**src/rtl/pc_ir_stage.sv**
```systemverilog
// Fetch-side register stage of the multi-cycle MIPS32 datapath: PC, IR and MDR,
// local branch-condition evaluation, sticky PC misalignment flag and halt latch.
module pc_ir_stage #(
    parameter logic [31:0] RESET_PC = 32'h0000_0000,
    parameter bit          HALT_EN  = 1'b1
) (
    input  logic        clk,
    input  logic        rst,
    input  logic        PCWr,
    input  logic        PCWrCond,
    input  logic [1:0]  PCSrc,
    input  logic        IRWr,
    input  logic [31:0] alu_result,
    input  logic [31:0] alu_out,
    input  logic        zero,
    input  logic        alu_neg,
    input  logic [31:0] mem_rdata,
    output logic [31:0] pc,
    output logic [31:0] instr,
    output logic [5:0]  opcode,
    output logic [5:0]  func,
    output logic [4:0]  rs,
    output logic [4:0]  rt,
    output logic [4:0]  rd,
    output logic [4:0]  shamt,
    output logic [31:0] imm_sext,
    output logic [31:0] mdr,
    output logic        halted,
    output logic        misalign
);

    localparam logic [5:0] OP_BEQ  = 6'b000100;
    localparam logic [5:0] OP_BNE  = 6'b000101;
    localparam logic [5:0] OP_BLEZ = 6'b000110;
    localparam logic [5:0] OP_BGTZ = 6'b000111;
    localparam logic [5:0] OP_HALT = 6'b111111;

    logic        taken;
    logic        pc_we;
    logic [31:0] pc_next;

    assign opcode   = instr[31:26];
    assign rs       = instr[25:21];
    assign rt       = instr[20:16];
    assign rd       = instr[15:11];
    assign shamt    = instr[10:6];
    assign func     = instr[5:0];
    assign imm_sext = {{16{instr[15]}}, instr[15:0]};

    always_comb begin
        taken = 1'b0;
        case (opcode)
            OP_BEQ:  taken = zero;
            OP_BNE:  taken = !zero;
            OP_BGTZ: taken = !zero && !alu_neg;
            OP_BLEZ: taken = zero || alu_neg;
            default: taken = 1'b0;
        endcase
    end

    // pc already holds PC+4 when a jump executes, so its top nibble is the right one
    always_comb begin
        pc_next = '0;
        case (PCSrc)
            2'b00:   pc_next = alu_result;
            2'b01:   pc_next = alu_out;
            2'b10:   pc_next = {pc[31:28], instr[25:0], 2'b00};
            default: pc_next = '0;
        endcase
    end

    assign pc_we = !halted && (PCSrc != 2'b11) && (PCWr || (PCWrCond && taken));

    always_ff @(posedge clk or posedge rst) begin
        if (rst) begin
            pc       <= RESET_PC;
            instr    <= '0;
            mdr      <= '0;
            halted   <= 1'b0;
            misalign <= 1'b0;
        end else begin
            mdr <= mem_rdata;
            if (IRWr && !halted)
                instr <= mem_rdata;
            if (pc_we)
                pc <= {pc_next[31:2], 2'b00};
            if (pc_we && (pc_next[1:0] != 2'b00))
                misalign <= 1'b1;
            if (HALT_EN && (opcode == OP_HALT))
                halted <= 1'b1;
        end
    end

endmodule

```
**config.mk**
```make
export PLATFORM = sky130hd
export DESIGN_NAME = pc_ir_stage
export DESIGN_NICKNAME = d
export VERILOG_FILES = /design/src/rtl/pc_ir_stage.sv
export SDC_FILE = /design/constraint.sdc
export NUM_CORES = 1
export LEC_CHECK = 0
export CAP_MARGIN = 30
export CORE_UTILIZATION = 38
export CTS_CLUSTER_SIZE = 40
export DETAILED_ROUTE_END_ITERATION = 16
export PLACE_DENSITY = 0.81
export SETUP_SLACK_MARGIN = 0.02
export SLEW_MARGIN = 25
export SYNTH_ARGS = -nofsm -noshare
export SYNTH_HDL_FRONTEND = slang
export SYNTH_SLANG_ARGS = --single-unit
```
**constraint.sdc**
```tcl
create_clock -name clk -period 4.05 [get_ports clk]
set_input_delay 0.81 -clock clk [delete_from_list [all_inputs] [get_ports clk]]
set_output_delay 0.81 -clock clk [all_outputs]
set_load 0.01 [all_outputs]
```
==> summary.md, run 1 <==
| Metric | Value |
|---|---|
| Result of the run | complete, no violations |
| Fill count | between 900 and 1,000 |
| Leading cell types by total area after synthesis | dfrtp_1 (54%), mux2_2 (14%), buf_4 (11%) |
| Number of antenna violations at the first check in global routing | 0 |
| Iter 0 DRT Violations | 165 |
| Share of cells above drive strength 1 | 0.1466 |
| Footprint of the flip-flops and latches | ~2400 um2 |
| Reported net switching power | 1.549 mW |
| Detailed placer's ending HPWL | roughly 9000 um |
| Worst rel slew slack | 0.3480 |
| Critical path class | in2reg |
| Power per Cell Area | 672.4 nW/um2 |
| Cell with the largest stage delay on the worst path | clkdlybuf4s50_1 |
| Non-filler cells, final | 709 |
| Part of the total power dissipated in the clock network | 0.171 |
| Inst Count DP | just under 700 |
| Area occupied by multi-input gates | ~1500 um2 |
| Sort of element at the start of the critical path | input port |
| Stage delay of the slowest cell on the critical path | ~0.68 ns |
| Initial cell density of the core | 0.3906 |
| Height of the chip | roughly 110 um |
| Largest net degree at the start of global routing | between 80 and 90 |
| Flops & latches, synth | 96 |
| Detail Route Antenna Nets | 0 |
| Worst IR Drop VDD | 0.0004420 V |
| Period minus WS final | ~2.6 ns |
| Fraction of power spent switching nets | 0.3270 |
| Ratio of routed vias to standard cells | between 4 and 5 |
| Post-CTS setup buffer count | 0 |
| Leakage power figure | roughly 2.9 nW |
| Post-synth top area share | 0.5386 |
| Synthesis Warnings | 0 |
| Library cell occupying the most area in the post-synthesis netlist | dfrtp_1 |
| Cells along the critical path | clkdlybuf4s50_1, a21o_1, a211oi_4, buf_4, mux2_2 |
| Share of power burned in combinational logic | 0.489 |
| Die Footprint | ~12,000 um2 |
| Mean routed wirelength per cell | around 18 um |
| Count of TritonRoute iterations in the first routing pass | 4 |
| Clk buf depth | 2 |
| CP Capture Type | register |
| Via count of the first global-routing pass | 3,467 |
| MaxCap Viol Count | 0 |
| Fraction of power consumed by sequential logic | 0.340 |
| Worst Path Required | between 4 and 5 ns |
| Worst setup skew after layout | about 0.0060 ns |
| Cts bufs inserted | 9 |
| Top fanout value on the critical path | 26 |
| Cell at the root of the clock tree | clkbuf_16 |
| Num ports | ~270 |
| Residual overflow from global routing | 0 |
| Final hold slack | 0.4852 ns |
| Portion of the clock cycle consumed by the worst path in the final layout | 0.6320 |
| Number of cells upsized or downsized after cts | 0 |
| Total Routing Usage GR | 0.2070 |
| CTS Sinks | 96 |
| Core Area | 11,420 um2 |
| Clock transition at the registers of the reported paths | around 0.060 ns |
| H-tree depth reported by CTS | 3 |
| Antenna diode count | 0 |
| Slew at the pin closest to its max-slew limit | 0.9780 ns |
| Asr flop ratio synth | 1.000 |
| Mean Syn Cell Area | 12.29 um2 |
| Row cnt | 39 |
| Clock network latency to the later pin of the worst-skew pair | 0.34 ns |
| Total via count after detailed routing | ~3,400 |
| Routability cong. | between 0.7 and 0.8 |
| TritonCTS clock tree | yes |
| Setup-failing EPs final | 0 |
| Number of buffers inserted by hold repair at cts | 0 |
| Horiz. Die Dim | 110.3 um |
| Total wire length after detailed routing | 12,580 um |
| Peak clock frequency supported by timing | just under 400 MHz |
| Most frequent cells after synthesis | dfrtp_1 (96), buf_4 (66), mux2_2 (55), nand2_1 (32), o21ai_0 (28) |
| Area of the mapped netlist | ~4500 um2 |
| Synth-to-layout area growth | 57.95% |
| Nets@finish | 666 |
| First-pass GRT wire length | approximately 18,000 um |
| Final-report hold violation count | 0 |
| Unrepaired setup endpoints after global routing | false |
| Yosys cell types | 30 |
| Final total negative setup slack | 0 ns |
| Post-synthesis cell count | around 360 |
| DRC Markers | 0 |
| Count of flip-flops with a built-in enable after synthesis | 0 |
| Count leader, synth | dfrtp_1 |
| Buffers added on ports | 264 |
| Tightest Hold Check Type | reg2reg |
| Flip-flop cell with the highest count after synthesis | dfrtp_1 |
| Critical Path AT | ~2.8 ns |
| Int Power | approximately 3.2 mW |
| Portion of the post-synthesis area used by sequential elements | 0.5386 |
| Number of max-slew violations in the final report | 0 |
final cells by class:
| cell class | count | share of cell area |
|---|---|---|
| multi-input combinational | 183 | 0.2112 |
| clock buffer | 13 | 0.03836 |
| inverter | 3 | 0.002309 |
| timing repair buffer | 268 | 0.3797 |
| sequential | 96 | 0.3410 |
| clock inverter | 3 | 0.002131 |
| tap | 143 | 0.02540 |
critical path, delay by kind of cell:
family	cells	cell delay [ns]
compound gates	2	0.49
buf+inv	2	1.05
mux	1	0.39
layer usage:
| metal | global-route usage | vias to the layer above | part of all wire | routed length, um |
|---|---|---|---|---|
| li1 | - | 1576 | - | - |
| met1 | 0.2393 | 1675 | 0.39 | 4871 |
| met2 | 0.3651 | 168 | 0.51 | 6462 |
| met3 | 0.05232 | 21 | 0.080 | 1001 |
| met4 | 0.08271 | 0 | 0.020 | 246 |
| met5 | 0 | - | 0 | 0 |
path summary, 6_finish.rpt:
| path | startpoint | end | slack [ns] | cells past startpoint |
|---|---|---|---|---|
| worst max-delay path | PCSrc[0] | pc[7] | 1.49 | 5 |
| worst min-delay path | pc[17] | pc[17] | 0.49 | 1 |
| worst max register to register | instr[27] | pc[7] | 2.01 | 5 |
| worst min register to register | pc[17] | pc[17] | 0.49 | 1 |
| max in group asynchronous | rst | mdr[18] | 2.37 | 3 |
| min in group asynchronous | rst | pc[8] | 0.99 | 2 |
registers in the layout, indices dropped and copies added (netlist names):
register and flops:
instr 32, mdr 32, pc 30, halted 1, misalign 1
cell families after synthesis:
kind of cell | share of synthesized area
AOI/OAI and AO/OA | 0.06003
xor gates and xnor gates | 0.006172
buffers and inverters | 0.1321
DFF | 0.5386
muxes | 0.2123
other | 0.0008407
and+or+nand+nor | 0.04993
power groups by stage:
stage | logic, mW | clock network (mW) | registers (mW)
2_1_floorplan | 1.14 | 0 | 1.69
3_3_place_gp | 2.29 | 0 | 1.60
3_5_place_dp | 2.34 | 0 | 1.63
4_1_cts | 2.34 | 0.834 | 1.61
5_1_grt | 2.48 | 0.865 | 1.67
6_report | 2.32 | 0.810 | 1.61
metrics by stage:
step / setup WS [ns] / utilization / instance area, um2 / total power, mW
final: 1.491 / 0.6170 / 7046 / 4.737
after global routing: 1.399 / 0.6170 / 7046 / 5.016
after CTS: 1.471 / 0.6170 / 7046 / 4.789
after detailed placement: 1.104 / 0.5920 / 6760 / 3.963
after global placement: 0.9677 / 0.5901 / 6738 / 3.893
after floorplan: 0.7346 / - / 4464 / 2.833
cells in the final DEF (no fill, tap or decap), types with 4 or more instances in the layout:
cell type,netlist,layout
o211ai_1,4,4
nor3_1,5,5
clkbuf_16,0,9
mux2_1,6,6
nand2_1,32,32
mux2i_1,26,26
mux2_2,55,55
nor2_1,4,4
dfrtp_1,96,96
clkdlybuf4s50_1,0,263
o21ai_0,28,28
Power figures use the tool's default switching activity.
==> run 2: changes to the inputs <==
==> constraint.sdc (replaced) <==
create_clock -name clk -period 2.5 [get_ports clk]
set_input_delay 0.5 -clock clk [delete_from_list [all_inputs] [get_ports clk]]
set_output_delay 0.5 -clock clk [all_outputs]
set_load 0.01 [all_outputs]
==> summary.md, run 2 (synthesized netlist as in run 1, its figures left out) <==
| Metric | Value |
|---|---|
| Stage delay of the slowest cell on the critical path | 0.68 ns (about the same) |
| Total wire length after detailed routing | 12,270 um (-2.5%) |
| Number of cells upsized or downsized after cts | 0 (unchanged) |
| Clock network latency to the later pin of the worst-skew pair | 0.33 ns (about the same) |
| DR WL met3 | 882 um (-12%) |
| Worst setup skew after layout | 0.006409 ns (+0.0004116 ns) |
| MaxCap Viol Count | 0 (unchanged) |
| Period minus WS final | approximately 2.2 ns |
| Height of the chip | 110.3 um (unchanged) |
| Total Routing Usage GR | 0.2041 (-0.002943) |
| Routability cong. | 0.7465 (-5.4%) |
| Leakage power figure | 2.951 nW (+1.5%) |
| Largest registers | instr (32), mdr (32), pc (30) |
| Ratio of routed vias to standard cells | 4.825 (-0.56%) |
| Final Cell Area | 7151 um2 (+1.5%) |
| Count of TritonRoute iterations in the first routing pass | 4 (unchanged) |
| Setup-failing EPs final | 0 (unchanged) |
| Clock transition at the registers of the reported paths | 0.07 ns (about the same) |
| Inst Count DP | 698 (+0.72%) |
| WHS Endpoint | pc[20] |
| Detailed placer's ending HPWL | 9180 um (-0.88%) |
| Buffers added on ports | 264 (unchanged) |
| Worst IR Drop VDD | 0.0006580 V (+49%) |
| Origin of the critical flop-to-flop path | instr[29] |
| Nets@finish | 671 (+0.75%) |
| Via count of the first global-routing pass | 3,513 (+1.3%) |
| Row cnt | 39 (unchanged) |
| CP Buf/Inv Count | 1 (-1) |
| Mean routed wirelength per cell | 17.18 um (-3.2%) |
| CTS Sinks | 96 (unchanged) |
| Die Footprint | 12,180 um2 (unchanged) |
| Slew at the pin closest to its max-slew limit | 0.6644 ns (-0.3136 ns) |
| Num ports | 267 (unchanged) |
| Number of antenna violations at the first check in global routing | 0 (unchanged) |
| Most common cell after layout, fill and taps aside | clkdlybuf4s50_1 |
| Detail Route Antenna Nets | 0 (unchanged) |
| Iter 0 DRT Violations | 139 (-16%) |
| Tightest Hold Check Type | reg2reg |
| Synth-to-layout area growth | 60.31% |
| Antenna diode count | 0 (unchanged) |
| TritonCTS clock tree | yes |
| Beginning of the worst hold path | pc[20] |
| Sort of element at the start of the critical path | register |
| Peak clock frequency supported by timing | ~460 MHz |
| Worst Path Required | 2.00 ns (-2.27 ns) |
| Worst rel slew slack | 0.5561 (+0.2081) |
| Portion of the clock cycle consumed by the worst path in the final layout | 0.8716 |
| End of the worst register-to-register path | pc[28] |
| Post-CTS setup buffer count | 0 (unchanged) |
| Cell with the largest stage delay on the worst path | dfrtp_1 |
| Number of buffers inserted by hold repair at cts | 0 (unchanged) |
| FF-to-FF setup slack | 0.59 ns (-1.42 ns) |
| Residual overflow from global routing | 0 (unchanged) |
| Leading cell types in the layout, fill and taps excluded | clkdlybuf4s50_1 (263), dfrtp_1 (96), mux2_2 (55), nand2_1 (32), o21ai_0 (28) |
| Placement Setup Slack | 0.1591 ns (-0.9453 ns) |
| Depth of the most critical reg-to-reg path | 4 (-1) |
| Critical Path AT | 1.68 ns (-1.10 ns) |
| DRC Markers | 0 (unchanged) |
| Routed met1 length | 4809 um (-1.3%) |
| Total via count after detailed routing | 3,445 (+0.15%) |
| Initial cell density of the core | 0.3906 (unchanged) |
| Number of max-slew violations in the final report | 0 (unchanged) |
| Unrepaired setup endpoints after global routing | false |
| Cell at the root of the clock tree | clkbuf_16 |
| Largest net degree at the start of global routing | 97 (+10%) |
| Power per Cell Area | 1109 nW/um2 (+65%) |
| Share of cells above drive strength 1 | 0.1541 (+0.007472) |
| Hold path depth | 1 (unchanged) |
| Smallest setup slack after layout | 0.3211 ns (-1.169 ns) |
| Clk buf depth | 2 (unchanged) |
| Cts bufs inserted | 9 (unchanged) |
| Horiz. Die Dim | 110.3 um (unchanged) |
| Top fanout value on the critical path | 21 (-19%) |
| Cells along the critical path | clkdlybuf4s50_1 |
| Core Area | 11,420 um2 (unchanged) |
| Final total negative setup slack | 0 ns (unchanged) |
| Routed wl met2 | 6379 um (-1.3%) |
| Final-report hold violation count | 0 (unchanged) |
| Total chip power | 7.931 mW (+67%) |
| CP Capture Type | output port |
| Top routing layer in use | met4 |
| Critical path class | reg2out |
| First-pass GRT wire length | 18,390 um (-0.45%) |
| H-tree depth reported by CTS | 3 (unchanged) |
| Placement Cell Area | 6814 um2 (+0.80%) |
| Non-filler cells, final | 714 (+0.71%) |
| Result of the run | complete, no violations |
| Cell type group with the largest total delay on the critical path | flip-flops |
## run 2: worst max path at each step
stage | to | slack [ns] | cells after the start | start
after global placement | pc[10] | 0.1 | 5 | PCSrc[0]
final | imm_sext[26] | 0.32 | 1 | instr[15]
after global routing | imm_sext[26] | 0.18 | 1 | instr[15]
after detailed placement | pc[22] | 0.16 | 6 | alu_neg
after floorplan | pc[10] | 0.57 | 5 | alu_neg
after CTS | imm_sext[26] | 0.28 | 1 | instr[15]
## run 2: area by class of cell
| type | count | area [um2] |
|---|---|---|
| Clock inverter | 6 | 107.6 |
| Sequential cell | 96 | 2402 |
| Inverter | 3 | 15.01 |
| Fill cell | 896 | 4268 |
| Timing Repair Buffer | 273 | 2730 |
| Clock buffer | 10 | 229.0 |
| Multi-Input combinational cell | 183 | 1488 |
| Tap cell | 143 | 178.9 |
## run 2: power breakdown
group | switching (mW) | total, mW | internal (mW)
registers | 0.535 | 2.60 | 2.06
clock network | 0.569 | 1.54 | 0.975
logic | 1.41 | 3.79 | 2.38
total | 2.51 | 7.93 | 5.42
## run 2: through the flow
step / util / hold slack [ns]
after floorplan: - / 0.5117
after global placement: 0.5963 / 0.4594
after detailed placement: 0.5968 / 0.4772
after CTS: 0.6262 / 0.4927
after global routing: 0.6262 / 0.5195
final: 0.6262 / 0.4905
## run 2: worst reg2reg max path, delay by kind of cell, from the launching register on
kind             cells  cell delay, ns
AO/OA/AOI/OAI        1            0.33
flip-flops           1            0.43
AND/OR/NAND/NOR      3            1.02
## run 2: routing by layer
metal / up-vias / global-route usage
met5: - / 0
met4: 0 / 0.07049
met3: 17 / 0.04703
met2: 183 / 0.3607
met1: 1659 / 0.2426
li1: 1586 / -
==> run 3: changes to the inputs <==
--- a/config.mk
+++ b/config.mk
@@ -9,7 +9,7 @@
 export CORE_UTILIZATION = 38
 export CTS_CLUSTER_SIZE = 40
 export DETAILED_ROUTE_END_ITERATION = 16
-export PLACE_DENSITY = 0.81
+export PLACE_DENSITY = 0.82
 export SETUP_SLACK_MARGIN = 0.02
 export SLEW_MARGIN = 25
 export SYNTH_ARGS = -nofsm -noshare
==> summary.md, run 3 (synthesized netlist as in run 1, its figures left out) <==
| Metric | Value |
|---|---|
| MaxCap Viol Count | 0 (unchanged) |
| Count of TritonRoute iterations in the first routing pass | 4 (unchanged) |
| Num ports | 267 (unchanged) |
| Synth-to-layout area growth | 59.94% |
| Critical path class | reg2out |
| Critical Path AT | 1.67 ns (about the same) |
| CTS Sinks | 96 (unchanged) |
| Peak clock frequency supported by timing | 461.5 MHz (+0.57%) |
| Number of antenna violations at the first check in global routing | 0 (unchanged) |
| First-pass GRT wire length | 18,450 um (+0.34%) |
| H-tree depth reported by CTS | 3 (unchanged) |
| Unrepaired setup endpoints after global routing | false |
| Area occupied by multi-input gates | 1483 um2 (-0.34%) |
| Mean routed wirelength per cell | 17.76 um (+3.4%) |
| Largest registers | instr (32), mdr (32), pc (30) |
| Height of the chip | 110.3 um (unchanged) |
| Setup-failing EPs final | 0 (unchanged) |
| Non-filler cells, final | 715 (+0.14%) |
| Ratio of routed vias to standard cells | 4.828 (about the same) |
| Final-report hold violation count | 0 (unchanged) |
| Period minus WS final | 2.167 ns (-0.01224 ns) |
| Residual overflow from global routing | 0 (unchanged) |
| Clock network latency to the later pin of the worst-skew pair | 0.34 ns (about the same) |
| Buffers added on ports | 264 (unchanged) |
| Leading cell types in the layout, fill and taps excluded | clkdlybuf4s50_1 (263), dfrtp_1 (96), mux2_2 (55), nand2_1 (32), o21ai_0 (28) |
| Clock transition at the registers of the reported paths | 0.06 ns (about the same) |
| Iter 0 DRT Violations | 121 (-13%) |
| Tightest Hold Check Type | reg2reg |
| TritonCTS clock tree | yes |
| Result of the run | complete, no violations |
| Final total negative setup slack | 0 ns (unchanged) |
| Cell at the root of the clock tree | clkbuf_16 |
| Detailed placer's ending HPWL | 9789 um (+6.6%) |
| Worst setup skew after layout | 0.004566 ns (-0.001843 ns) |
| Leakage power figure | 2.946 nW (-0.17%) |
| Total via count after detailed routing | 3,452 (+0.20%) |
| Number of max-slew violations in the final report | 0 (unchanged) |
| Portion of the clock cycle consumed by the worst path in the final layout | 0.8667 (-0.004897) |
| Post-CTS setup buffer count | 0 (unchanged) |
| Placement Cell Area | 6832 um2 (+0.26%) |
| Fill count | 927 (+3.5%) |
| Power per Cell Area | 1093 nW/um2 (-1.4%) |
| Sort of element at the start of the critical path | register |
| Core Area | 11,420 um2 (unchanged) |
| Horiz. Die Dim | 110.3 um (unchanged) |
| Cell type group with the largest total delay on the critical path | flip-flops |
| Total wire length after detailed routing | 12,700 um (+3.5%) |
| Initial cell density of the core | 0.3906 (unchanged) |
| Top fanout value on the critical path | 21 (unchanged) |
| DRC Markers | 0 (unchanged) |
| Cell with the largest stage delay on the worst path | dfrtp_1 |
| Number of buffers inserted by hold repair at cts | 0 (unchanged) |
| Worst Path Required | 2.00 ns (about the same) |
| Stage delay of the slowest cell on the critical path | 0.67 ns (about the same) |
| Share of cells above drive strength 1 | 0.1538 (-0.0002694) |
| FF-to-FF setup slack | 0.69 ns (+0.10 ns) |
| Clk buf depth | 2 (unchanged) |
| Final Cell Area | 7134 um2 (-0.23%) |
| Die Footprint | 12,180 um2 (unchanged) |
| Worst IR Drop VDD | 0.0006365 V (-3.3%) |
| Row cnt | 39 (unchanged) |
| CP Capture Type | output port |
| Cells along the critical path | clkdlybuf4s50_1 |
| Footprint of the flip-flops and latches | 2402 um2 (unchanged) |
| Largest net degree at the start of global routing | 97 (unchanged) |
| Slew at the pin closest to its max-slew limit | 0.5454 ns (-0.1190 ns) |
| Via count of the first global-routing pass | 3,538 (+0.71%) |
| Cts bufs inserted | 9 (unchanged) |
| Nets@finish | 673 (+0.30%) |
| Antenna diode count | 0 (unchanged) |
| Routability cong. | 0.7888 (+5.7%) |
| Worst rel slew slack | 0.6348 (+0.07866) |
| Inst Count DP | 700 (+0.29%) |
| Detail Route Antenna Nets | 0 (unchanged) |
| Number of cells upsized or downsized after cts | 0 (unchanged) |
| Total Routing Usage GR | 0.2082 (+0.004164) |
| CP Buf/Inv Count | 1 (unchanged) |
| Most common cell after layout, fill and taps aside | clkdlybuf4s50_1 |
## run 3: cell count changes in the layout (fill, tap and decap cells not counted)
cell        delta
clkbuf_1       +1
clkinvlp_4     -1
buf_8          +1
buf_4          +1
nor2b_2        +1
bufinv_16      -1
nor2b_4        -1
## run 3: layout make-up
| cell class | instances | share of cell area |
|---|---|---|
| clock inverter | 4 | 0.009821 |
| multi-input combinational | 183 | 0.2078 |
| inverter | 3 | 0.002105 |
| clock buffer | 11 | 0.03262 |
| sequential | 96 | 0.3367 |
| tap | 143 | 0.02508 |
| timing repair buffer | 275 | 0.3858 |
## run 3: where the power goes
group	switching (mW)	internal (mW)	leakage, nW
clock network	0.555	0.868	0.149
logic	1.40	2.38	1.66
registers	0.528	2.06	1.13
total	2.49	5.31	2.95
## run 3: path summary, 6_finish.rpt
path,start,endpoint,cells after the start
max,instr[15],imm_sext[24],1
min,misalign,misalign,1
max reg2reg,instr[27],pc[7],5
min reg2reg,misalign,misalign,1
max in group asynchronous,rst,mdr[23],3
min in group asynchronous,rst,instr[7],3
## run 3: through the flow
| stage | setup slack (ns) | power, mW | utilization | hold slack (ns) |
|---|---|---|---|---|
| 2_1_floorplan | 0.5696 | 4.591 | - | 0.5117 |
| 3_3_place_gp | 0.1560 | 6.340 | 0.5970 | 0.4608 |
| 3_5_place_dp | 0.1438 | 6.455 | 0.5983 | 0.4597 |
| 4_1_cts | 0.3000 | 7.897 | 0.6248 | 0.4715 |
| 5_1_grt | 0.1824 | 8.253 | 0.6248 | 0.4873 |
| 6_report | 0.3333 | 7.800 | 0.6248 | 0.4727 |
## run 3: metal layers
layer / up-vias / track usage / routed length, um
li1: 1584 / - / -
met1: 1699 / 0.2316 / 4715
met2: 155 / 0.3749 / 6703
met3: 14 / 0.06055 / 1089
met4: 0 / 0.07707 / 191
met5: - / 0 / 0
